`config.mk`:
```
export PLATFORM = sky130hd
export DESIGN_NAME = rstack_ctrl
export DESIGN_NICKNAME = d
export VERILOG_FILES = /design/src/rtl/rstack_ctrl.sv
export SDC_FILE = /design/constraint.sdc
export NUM_CORES = 1
export LEC_CHECK = 0
export ABC_AREA = 1
export BUFFER_PORTS_ARGS = -buffer_cell sky130_fd_sc_hd__buf_2
export CELL_PAD_IN_SITES_DETAIL_PLACEMENT = 0
export CELL_PAD_IN_SITES_GLOBAL_PLACEMENT = 1
export CORE_MARGIN = 3
export CORE_UTILIZATION = 34
export CTS_CLUSTER_DIAMETER = 60
export CTS_CLUSTER_SIZE = 14
export DETAILED_ROUTE_END_ITERATION = 10
export PLACE_DENSITY_LB_ADDON = 0.1
export SLEW_MARGIN = 15
export SYNTH_ARGS = -nofsm -noshare
export SYNTH_HDL_FRONTEND = slang
export SYNTH_SLANG_ARGS = --single-unit
```
`constraint.sdc`:
```
create_clock -name clk -period 3.3 [get_ports clk]
set_input_delay 0.165 -clock clk [delete_from_list [all_inputs] [get_ports clk]]
set_output_delay 0.165 -clock clk [all_outputs]
set_load 0.01 [all_outputs]
```
`src/rtl/rstack_ctrl.sv`:
```
// Return-stack controller: owns sp/depth, caches top-of-stack in a register
// and drives a 1R/1W RAM (async read, sync write) holding the older entries.
module rstack_ctrl #(
  parameter int WIDTH      = 4,
  parameter int SIZE       = 16,
  parameter int DATA_WIDTH = 13
) (
  input  logic                  clk,
  input  logic                  rst_n,
  input  logic                  push,
  input  logic                  pop,
  input  logic [DATA_WIDTH-1:0] push_data,
  input  logic                  clear,
  output logic [DATA_WIDTH-1:0] top,
  output logic [WIDTH:0]        depth,
  output logic                  empty,
  output logic                  full,
  output logic                  overflow,
  output logic                  underflow,
  output logic [WIDTH-1:0]      mem_dout_addr,
  input  logic [DATA_WIDTH-1:0] mem_dout,
  output logic                  we,
  output logic [WIDTH-1:0]      mem_din_addr,
  output logic [DATA_WIDTH-1:0] mem_din
);

  localparam int              CAP_INT = SIZE + 1;
  localparam logic [WIDTH:0]  CAP     = CAP_INT[WIDTH:0];
  localparam logic [WIDTH:0]  ONE_D   = {{WIDTH{1'b0}}, 1'b1};
  localparam logic [WIDTH-1:0] ONE_SP = {{(WIDTH-1){1'b0}}, 1'b1};

  logic [WIDTH-1:0] sp;

  assign empty         = (depth == '0);
  assign full          = (depth == CAP);
  assign mem_dout_addr = sp - ONE_SP;
  assign mem_din_addr  = sp;
  assign mem_din       = top;

  // Old TOS spills to RAM only on a plain push into a non-empty, non-full stack.
  assign we = rst_n && !clear && push && !pop && !empty && !full;

  always_ff @(posedge clk) begin
    if (!rst_n || clear) begin
      sp        <= '0;
      depth     <= '0;
      top       <= '0;
      overflow  <= 1'b0;
      underflow <= 1'b0;
    end else if (push && !pop) begin
      if (empty) begin
        top   <= push_data;
        depth <= ONE_D;
      end else if (!full) begin
        sp    <= sp + ONE_SP;
        top   <= push_data;
        depth <= depth + ONE_D;
      end else begin
        overflow <= 1'b1;
      end
    end else if (pop && !push) begin
      if (depth > ONE_D) begin
        top   <= mem_dout;
        sp    <= sp - ONE_SP;
        depth <= depth - ONE_D;
      end else if (depth == ONE_D) begin
        top   <= '0;
        depth <= '0;
      end else begin
        underflow <= 1'b1;
      end
    end else if (push && pop) begin
      // Tail-call replace; on an empty stack the pop half is refused.
      top <= push_data;
      if (empty) begin
        depth     <= ONE_D;
        underflow <= 1'b1;
      end
    end
  end

endmodule

```
==> results of run 1 <==
## worst max-delay path, delay by kind of cell (launching register included)
kind,cells,cell delay (ns)
buffers and inverters,4,0.46
and+or+nand+nor,3,0.34
DFF,1,0.42
adders and majority gates,1,0.24
## cells by family (layout without fill, tap and decap cells)
family / after synthesis / count (layout) / share of synthesized area
AO/OA/AOI/OAI: 38 / 38 / 0.1084
flip-flops: 24 / 24 / 0.2739
adder cells (fa/ha/maj): 10 / 10 / 0.07133
XOR/XNOR: 5 / 5 / 0.02496
buffers and inverters: 49 / 106 / 0.1498
AND/OR/NAND/NOR: 149 / 149 / 0.3716
## stage by stage
| step | power [mW] | hold slack [ns] |
|---|---|---|
| after floorplan | 0.5837 | 0.3693 |
| after global placement | 0.6722 | 0.4443 |
| after detailed placement | 0.6664 | 0.4452 |
| after CTS | 0.9426 | 0.2225 |
| after global routing | 0.9975 | 0.2264 |
| final | 0.9238 | 0.2236 |
## how the worst max path moves through the flow
stage	slack (ns)	end	cells past startpoint
2_1_floorplan	1.70	mem_din[0]$_SDFFE_PP0P_	9
6_report	1.40	we	8
5_1_grt	1.17	we	8
3_3_place_gp	1.48	mem_din_addr[0]$_SDFFE_PP0P_	11
3_5_place_dp	1.47	mem_din[10]$_SDFFE_PP0P_	8
4_1_cts	1.38	we	8
## layout by cell type, fill, tap and decap left out
cell type and instances:
clkbuf_8 3, nand4_1 4, ha_1 10, xnor2_1 1, nand3_2 1, nand3_4 1, nand2_1 69, buf_4 2
nor3_1 1, nand3_1 15, o21ai_0 29, nand2_2 3, inv_1 25, dfxtp_1 24, inv_4 1, nor2_1 49
nor2_4 4, a21oi_1 5, nor2_2 2, xor2_1 4, bufinv_16 1, buf_2 74, o21ai_1 4
## power groups by stage
stage                     sequential [mW]  clock [mW]  combinational [mW]
after floorplan                     0.345           0               0.239
after global placement              0.342           0               0.330
after detailed placement            0.342           0               0.324
after CTS                           0.336       0.281               0.326
after global routing                0.340       0.295               0.363
final                               0.336       0.268               0.320
## per-layer routing
| layer | wire [microns] | share of wire |
|---|---|---|
| met5 | 0 | 0 |
| met3 | 230 | 0.051 |
| met4 | 58 | 0.013 |
| met2 | 2057 | 0.46 |
| met1 | 2173 | 0.48 |
## area by class of cell
cell class | count | area [sq um] | share of cell area
clock buffers | 3 | 41.29 | 0.01937
clock inverters | 1 | 30.03 | 0.01408
inverters | 26 | 100.1 | 0.04695
multi-input cells | 202 | 1011 | 0.4742
flip-flops and latches | 24 | 480.5 | 0.2254
well taps | 67 | 83.83 | 0.03932
repair buffers | 76 | 385.4 | 0.1808
## registers in the layout, indices dropped and copies added (netlist names)
name          flops
depth             5
underflow         1
overflow          1
mem_din_addr      4
mem_din          13
==> impl_results.rst, run 1 <==
.. list-table::
   :header-rows: 1

   * - Metric
     - Value
   * - Status
     - finished clean
   * - Post-route clock period utilization
     - 0.5760
   * - Power share of the clock group
     - 0.291
   * - Post-CTS Hold Buffers
     - 0
   * - Detailed router's first-iteration violation count
     - 44
   * - Synthesis warning total
     - 0
   * - Cell repeated most along the worst path
     - inv_1
   * - Post-synthesis to final-layout area growth
     - 21.54%
   * - Filler Cell Count
     - 542
   * - Pin count of the biggest net entering global routing
     - 24
   * - Cell-internal power
     - 590.7 uW
   * - RSZ-0062 raised after global routing
     - no
   * - HPWL Detailed
     - 3.360 mm
   * - Floorplan core area
     - between 4000 and 5000 sq um
   * - First-pass GRT wire length
     - 7.189 mm
   * - Layout cells sized above 1
     - 0.2771
   * - Vias in the first global route
     - 1558
   * - Switching component of the power
     - about 330 uW
   * - Worst vdd rail ir drop
     - 0.0001736 V
   * - Met2 global-route usage
     - 0.2337
   * - FF-to-FF End
     - mem_din_addr[0]$_SDFFE_PP0P_
   * - Syn avg cell area
     - 6.379 sq um
   * - Setup Fix Bufs, Post-CTS
     - 0
   * - Sequential cell fraction of total power
     - 0.363
   * - Wire length per cell after detailed routing
     - 11.33 microns
   * - Proportion of synthesized chip area in sequential cells
     - 0.2739
   * - Sink of the worst hold path
     - mem_din[7]$_SDFFE_PP0P_
   * - Port Buf Inserts
     - 74
   * - Critical path class
     - flip-flop to output pin
   * - Wire length after detailed routing
     - between 4 and 5 mm
   * - TritonCTS clock tree
     - built
   * - Clock tree skew after final layout
     - 0.001111 ns
   * - Initial antenna violation count
     - 0
   * - Sort of element at the end of the critical path
     - output pin
   * - Met3 Usage GRT
     - 0.03016
   * - Static leakage
     - 1.132 nW
   * - Detailed-route DRC error count
     - 0
   * - Final Max Slew Viols
     - 0
   * - Cell-by-cell trace of the critical path
     - inv_1 -> ha_1 -> inv_1 -> nor2_1 -> nand2_1 -> inv_1 -> nor3_1 -> buf_2
   * - Placed cell count
     - around 400
   * - Max stage delay cell, worst path
     - dfxtp_1
   * - Worst max-slew margin expressed relative to the limit
     - 0.6670
   * - Post-route non-filler standard cell count
     - about 400
   * - Count of antenna-violating nets left after detailed routing
     - 0
   * - Post-layout min period
     - around 1.9 ns
   * - Io pins
     - 75
   * - Finished Core Util
     - 0.4397
   * - Diode count
     - 0
   * - Required time at the worst-slack endpoint
     - roughly 3.1 ns
   * - GPL Wtd Cong
     - 0.7805
   * - Placed standard-cell area
     - a little over 2000 sq um
   * - Initial core utilization
     - 0.3618
   * - Slew at the pin with the worst max-slew slack
     - 0.4988 ns
   * - Max cap viols
     - 0
   * - Post-synthesis instance area
     - between 1500 and 2000 sq um
   * - Most frequent cells after synthesis
     - 69 x nand2_1, 49 x nor2_1, 29 x o21ai_0
   * - Switching share of power
     - 0.3606
   * - PnR worst setup slack
     - around 1.4 ns
   * - Max Fclk
     - 526.1 MHz
   * - Worst slack at placement
     - 1.474 ns
   * - Final cell area excluding filler cells
     - 2132 sq um
   * - Power Density
     - 433.3 nW/um^2
   * - Combinational power share
     - 0.346
   * - Number of search-and-repair iterations in the first detailed-routing pass
     - 4
   * - Cell variety after synth
     - 23
   * - Worst-path clk slew
     - 0.09 ns
   * - Post-Synthesis Cells
     - 275
   * - Clock latency at the later pin of the worst-skew pair
     - 0.27 ns
   * - Number of cells on the worst hold path
     - 5
   * - Max incr delay on CP
     - 0.42 ns
   * - Critical path arrival
     - ~1.7 ns
   * - Remaining Overflow, GRT
     - 0
   * - Most used flip-flop cell after synthesis
     - dfxtp_1
   * - Total setup violations reported at the end of the flow
     - 0
   * - Top-count cell post-synth
     - nand2_1
   * - Total number of nets in the final design
     - roughly 370
   * - Number of gates resized after cts
     - 0
   * - Std-Cell Rows
     - 25
   * - Count of vias placed by the detailed router
     - 1775
   * - Total of flip-flops plus latches after synthesis
     - 24
   * - Crit path launch
     - depth[0]$_SDFFE_PP0P_
   * - Minimum setup slack among reg-to-reg paths
     - ~1.5 ns
   * - Total nets after synthesis
     - 316
   * - Number of enable-type register cells in the synthesized netlist
     - 0
   * - Critical path startpoint category
     - flip-flop
   * - Clock buffer count from CTS
     - 3
   * - X dimension of the die
     - 77.83 microns
   * - Die height
     - roughly 78 microns
   * - Critical-path maximum fanout
     - 8
   * - Origin of the worst min-delay path
     - push_data[7]
   * - Synth top area cells
     - dfxtp_1 27%, nand2_1 15%, nor2_1 10%
   * - Share of flip-flops with an asynchronous set or reset after synthesis
     - 0
   * - Cell taking the most area after synthesis
     - dfxtp_1
   * - Number of cell instances on the worst register-to-register path
     - 11
   * - GRT Resource Usage Total
     - 0.1462
   * - Cell at the root of the clock tree
     - clkbuf_8
   * - Max Buffers Root-to-Sink
     - 2
   * - Source of the worst register-to-register timing path
     - depth[0]$_SDFFE_PP0P_
   * - Fin. Hold Viols
     - 0
   * - Grt peak-use layer
     - met2
   * - Met1 capacity usage during global routing
     - 0.1949
   * - Number of sinks handled by clock tree synthesis
     - 24
   * - Type of the most critical hold path
     - primary input to flip-flop
   * - Number of H-tree levels
     - 1
   * - Aggregate negative setup slack
     - 0 ns
   * - Total die area
     - 6058 sq um
   * - Via-per-instance ratio
     - 4.449
   * - Top-area cell type share of the netlist area
     - 0.2739
Power figures use the tool's default switching activity.
==> run 2, diff against run 1 <==
- CORE_UTILIZATION: 34 -> 29
- clock period: 3.3 -> 1.7 ns (I/O delays scaled with it)
==> impl_results.rst, run 2 (synthesis gave the netlist of run 1 again) <==
.. list-table::
   :header-rows: 1

   * - Metric
     - Value
   * - Status
     - finished clean
   * - GRT Resource Usage Total
     - 0.1404 (-0.005779)
   * - Total number of nets in the final design
     - 386 (+3.2%)
   * - Die height
     - 83.78 microns (+7.6%)
   * - Clock tree skew after final layout
     - 0.001657 ns (+0.0005463 ns)
   * - Port Buf Inserts
     - 74 (unchanged)
   * - Worst vdd rail ir drop
     - 0.0005630 V (+220%)
   * - X dimension of the die
     - 83.78 microns (+7.6%)
   * - Diode count
     - 0 (unchanged)
   * - Max incr delay on CP
     - 0.38 ns (-0.04 ns)
   * - Via-per-instance ratio
     - 4.421 (-0.63%)
   * - GPL Wtd Cong
     - 0.7970 (+2.1%)
   * - Clock latency at the later pin of the worst-skew pair
     - 0.27 ns (about the same)
   * - HPWL Detailed
     - 3.926 mm (+17%)
   * - Sum of buffers and inverters on the critical path
     - 4 (unchanged)
   * - Cell at the root of the clock tree
     - clkbuf_8
   * - Pin count of the biggest net entering global routing
     - 17 (-29%)
   * - Total die area
     - 7018 sq um (+16%)
   * - Detailed-route DRC error count
     - 0 (unchanged)
   * - Wire length after detailed routing
     - 4.984 mm (+10%)
   * - Number of search-and-repair iterations in the first detailed-routing pass
     - 4 (unchanged)
   * - Flip-flop count of the largest register, all copies and words added
     - 13 (unchanged)
   * - Critical path arrival
     - 1.49 ns (-0.25 ns)
   * - Worst max-slew margin expressed relative to the limit
     - 0.7604 (+0.09344)
   * - Floorplan core area
     - 5675 sq um (+17%)
   * - Vias in the first global route
     - 1625 (+4.3%)
   * - Cell-by-cell trace of the critical path
     - inv_1 -> ha_1 -> inv_1 -> nor2_1 -> nand2_1 -> inv_1 -> nor3_1 -> buf_2
   * - Initial antenna violation count
     - 0 (unchanged)
   * - First-pass GRT wire length
     - 8.121 mm (+13%)
   * - Number of H-tree levels
     - 1 (unchanged)
   * - Type of the most critical hold path
     - primary input to flip-flop
   * - Number of sinks handled by clock tree synthesis
     - 24 (unchanged)
   * - Layout cells sized above 1
     - 0.3110 (+0.03394)
   * - Post-synthesis to final-layout area growth
     - 28.25%
   * - Final Max Slew Viols
     - 0 (unchanged)
   * - Post-layout min period
     - roughly 1.6 ns
   * - Final cell area excluding filler cells
     - 2250 sq um (+5.5%)
   * - Slew at the pin with the worst max-slew slack
     - 0.3593 ns (-0.1395 ns)
   * - Count of vias placed by the detailed router
     - 1839 (+3.6%)
   * - Io pins
     - 75 (unchanged)
   * - Leading cell type in the layout, fill and taps excluded
     - buf_2
   * - Cell-internal power
     - 1.189 mW (+100%)
   * - Post-CTS Hold Buffers
     - 0 (unchanged)
   * - Sequential cell area in the final layout
     - 484.2 sq um (+0.78%)
   * - Top delay family on crit path
     - flip-flops
   * - Most used cells in the layout excluding fill and tap cells
     - 74 x buf_2, 67 x nand2_1, 49 x nor2_1
   * - Fin. Hold Viols
     - 0 (unchanged)
   * - Power share of the clock group
     - 0.279 (-0.012)
   * - Critical path startpoint category
     - flip-flop
   * - Initial core utilization
     - 0.3091 (-0.05272)
   * - Static leakage
     - 1.197 nW (+5.7%)
   * - Worst-path clk slew
     - 0.09 ns (about the same)
   * - Multi-input combinational cell area
     - 1016 sq um (+0.49%)
   * - Max stage delay cell, worst path
     - dfxtp_4
   * - Max Buffers Root-to-Sink
     - 2 (unchanged)
   * - Wire length per cell after detailed routing
     - 11.98 microns (+5.8%)
   * - Critical path class
     - flip-flop to output pin
   * - Filler Cell Count
     - 647 (+19%)
   * - Max Fclk
     - about 640 MHz
   * - Max cap viols
     - 0 (unchanged)
   * - Clock buffer count from CTS
     - 3 (unchanged)
   * - Switching share of power
     - 0.3578 (-0.002772)
   * - Combinational power share
     - 0.371 (+0.025)
   * - Critical-path maximum fanout
     - 5 (-3)
   * - Power Density
     - 822.9 nW/um^2 (+90%)
   * - Switching component of the power
     - 662.4 uW (+99%)
   * - Detailed router's first-iteration violation count
     - 47 (+6.8%)
   * - Power after layout
     - 1.851 mW (+100%)
   * - Count of antenna-violating nets left after detailed routing
     - 0 (unchanged)
   * - Required time at the worst-slack endpoint
     - 1.62 ns (-1.51 ns)
   * - Remaining Overflow, GRT
     - 0 (unchanged)
   * - Std-Cell Rows
     - 27 (+8.0%)
   * - Sequential cell fraction of total power
     - 0.349 (-0.014)
   * - Sort of element at the end of the critical path
     - output pin
   * - TritonCTS clock tree
     - built
   * - Aggregate negative setup slack
     - 0 ns (unchanged)
   * - Post-route clock period utilization
     - 0.9237
   * - Total setup violations reported at the end of the flow
     - 0 (unchanged)
   * - Placed standard-cell area
     - 2135 sq um (+3.6%)
   * - Cell repeated most along the worst path
     - inv_1
## run 2: cell types whose count changed in the layout (fill, tap and decap cells not counted)
cell | previous run | this run
buf_12 | 0 | 1
buf_4 | 2 | 13
dfxtp_1 | 24 | 23
dfxtp_4 | 0 | 1
nand2_1 | 69 | 67
nand2_2 | 3 | 5
## run 2: area by class of cell
cell class,instances,area share
multi-input combinational,202,0.4516
timing repair buffer,88,0.2169
sequential,24,0.2152
inverter,26,0.04449
tap,72,0.04004
clock buffer,3,0.01835
clock inverter,1,0.01335
## run 2: tightest hold or removal path: stages
cell     delay (ns)
buf_2          0.08
nand2_1        0.04
o21ai_0        0.06
nor2_1         0.05
nor2_1         0.08
## run 2: path summary, 6_finish.rpt
kind	to	slack (ns)	cells past startpoint	startpoint
worst max-delay path	we	0.13	8	depth[0]$_SDFFE_PP0P_
worst min-delay path	mem_din[7]$_SDFFE_PP0P_	0.15	5	push_data[7]
worst max register to register	mem_din_addr[0]$_SDFFE_PP0P_	0.14	11	depth[1]$_SDFFE_PP0P_
worst min register to register	overflow$_SDFFE_PP0P_	0.45	2	overflow$_SDFFE_PP0P_
## run 2: metal layers
metal,GRT usage,up-vias,wire [microns]
met3,0.02764,2,199
met2,0.2213,34,2337
met4,0.02924,0,30
li1,-,984,-
met1,0.1979,819,2416
met5,0,-,0
## run 2: metrics by stage
step / std cells / util / hold WS [ns] / worst slack [ns]
2_1_floorplan: 275 / - / 0.2893 / 0.1049
3_3_place_gp: 409 / 0.3761 / 0.4254 / 0.02703
3_5_place_dp: 409 / 0.3761 / 0.4364 / 0.02278
4_1_cts: 413 / 0.3889 / 0.1493 / 0.06014
5_1_grt: 416 / 0.3964 / 0.1484 / -0.01501
6_report: 416 / 0.3964 / 0.1507 / 0.1297
## run 2: repair_timing
action | CTS | global route
buffers inserted | 0 | 3
setup endpoints to repair | 1 | 16
resized for setup | 1 | 3
cloned | 0 | 0
pin swaps | 0 | 1
## run 2: power groups by stage
stage	registers, mW	logic (mW)	clock network [mW]
floorplan	0.670	0.463	0
global placement	0.661	0.668	0
detailed placement	0.660	0.668	0
CTS	0.648	0.670	0.535
global route	0.656	0.788	0.556
finish	0.647	0.688	0.517
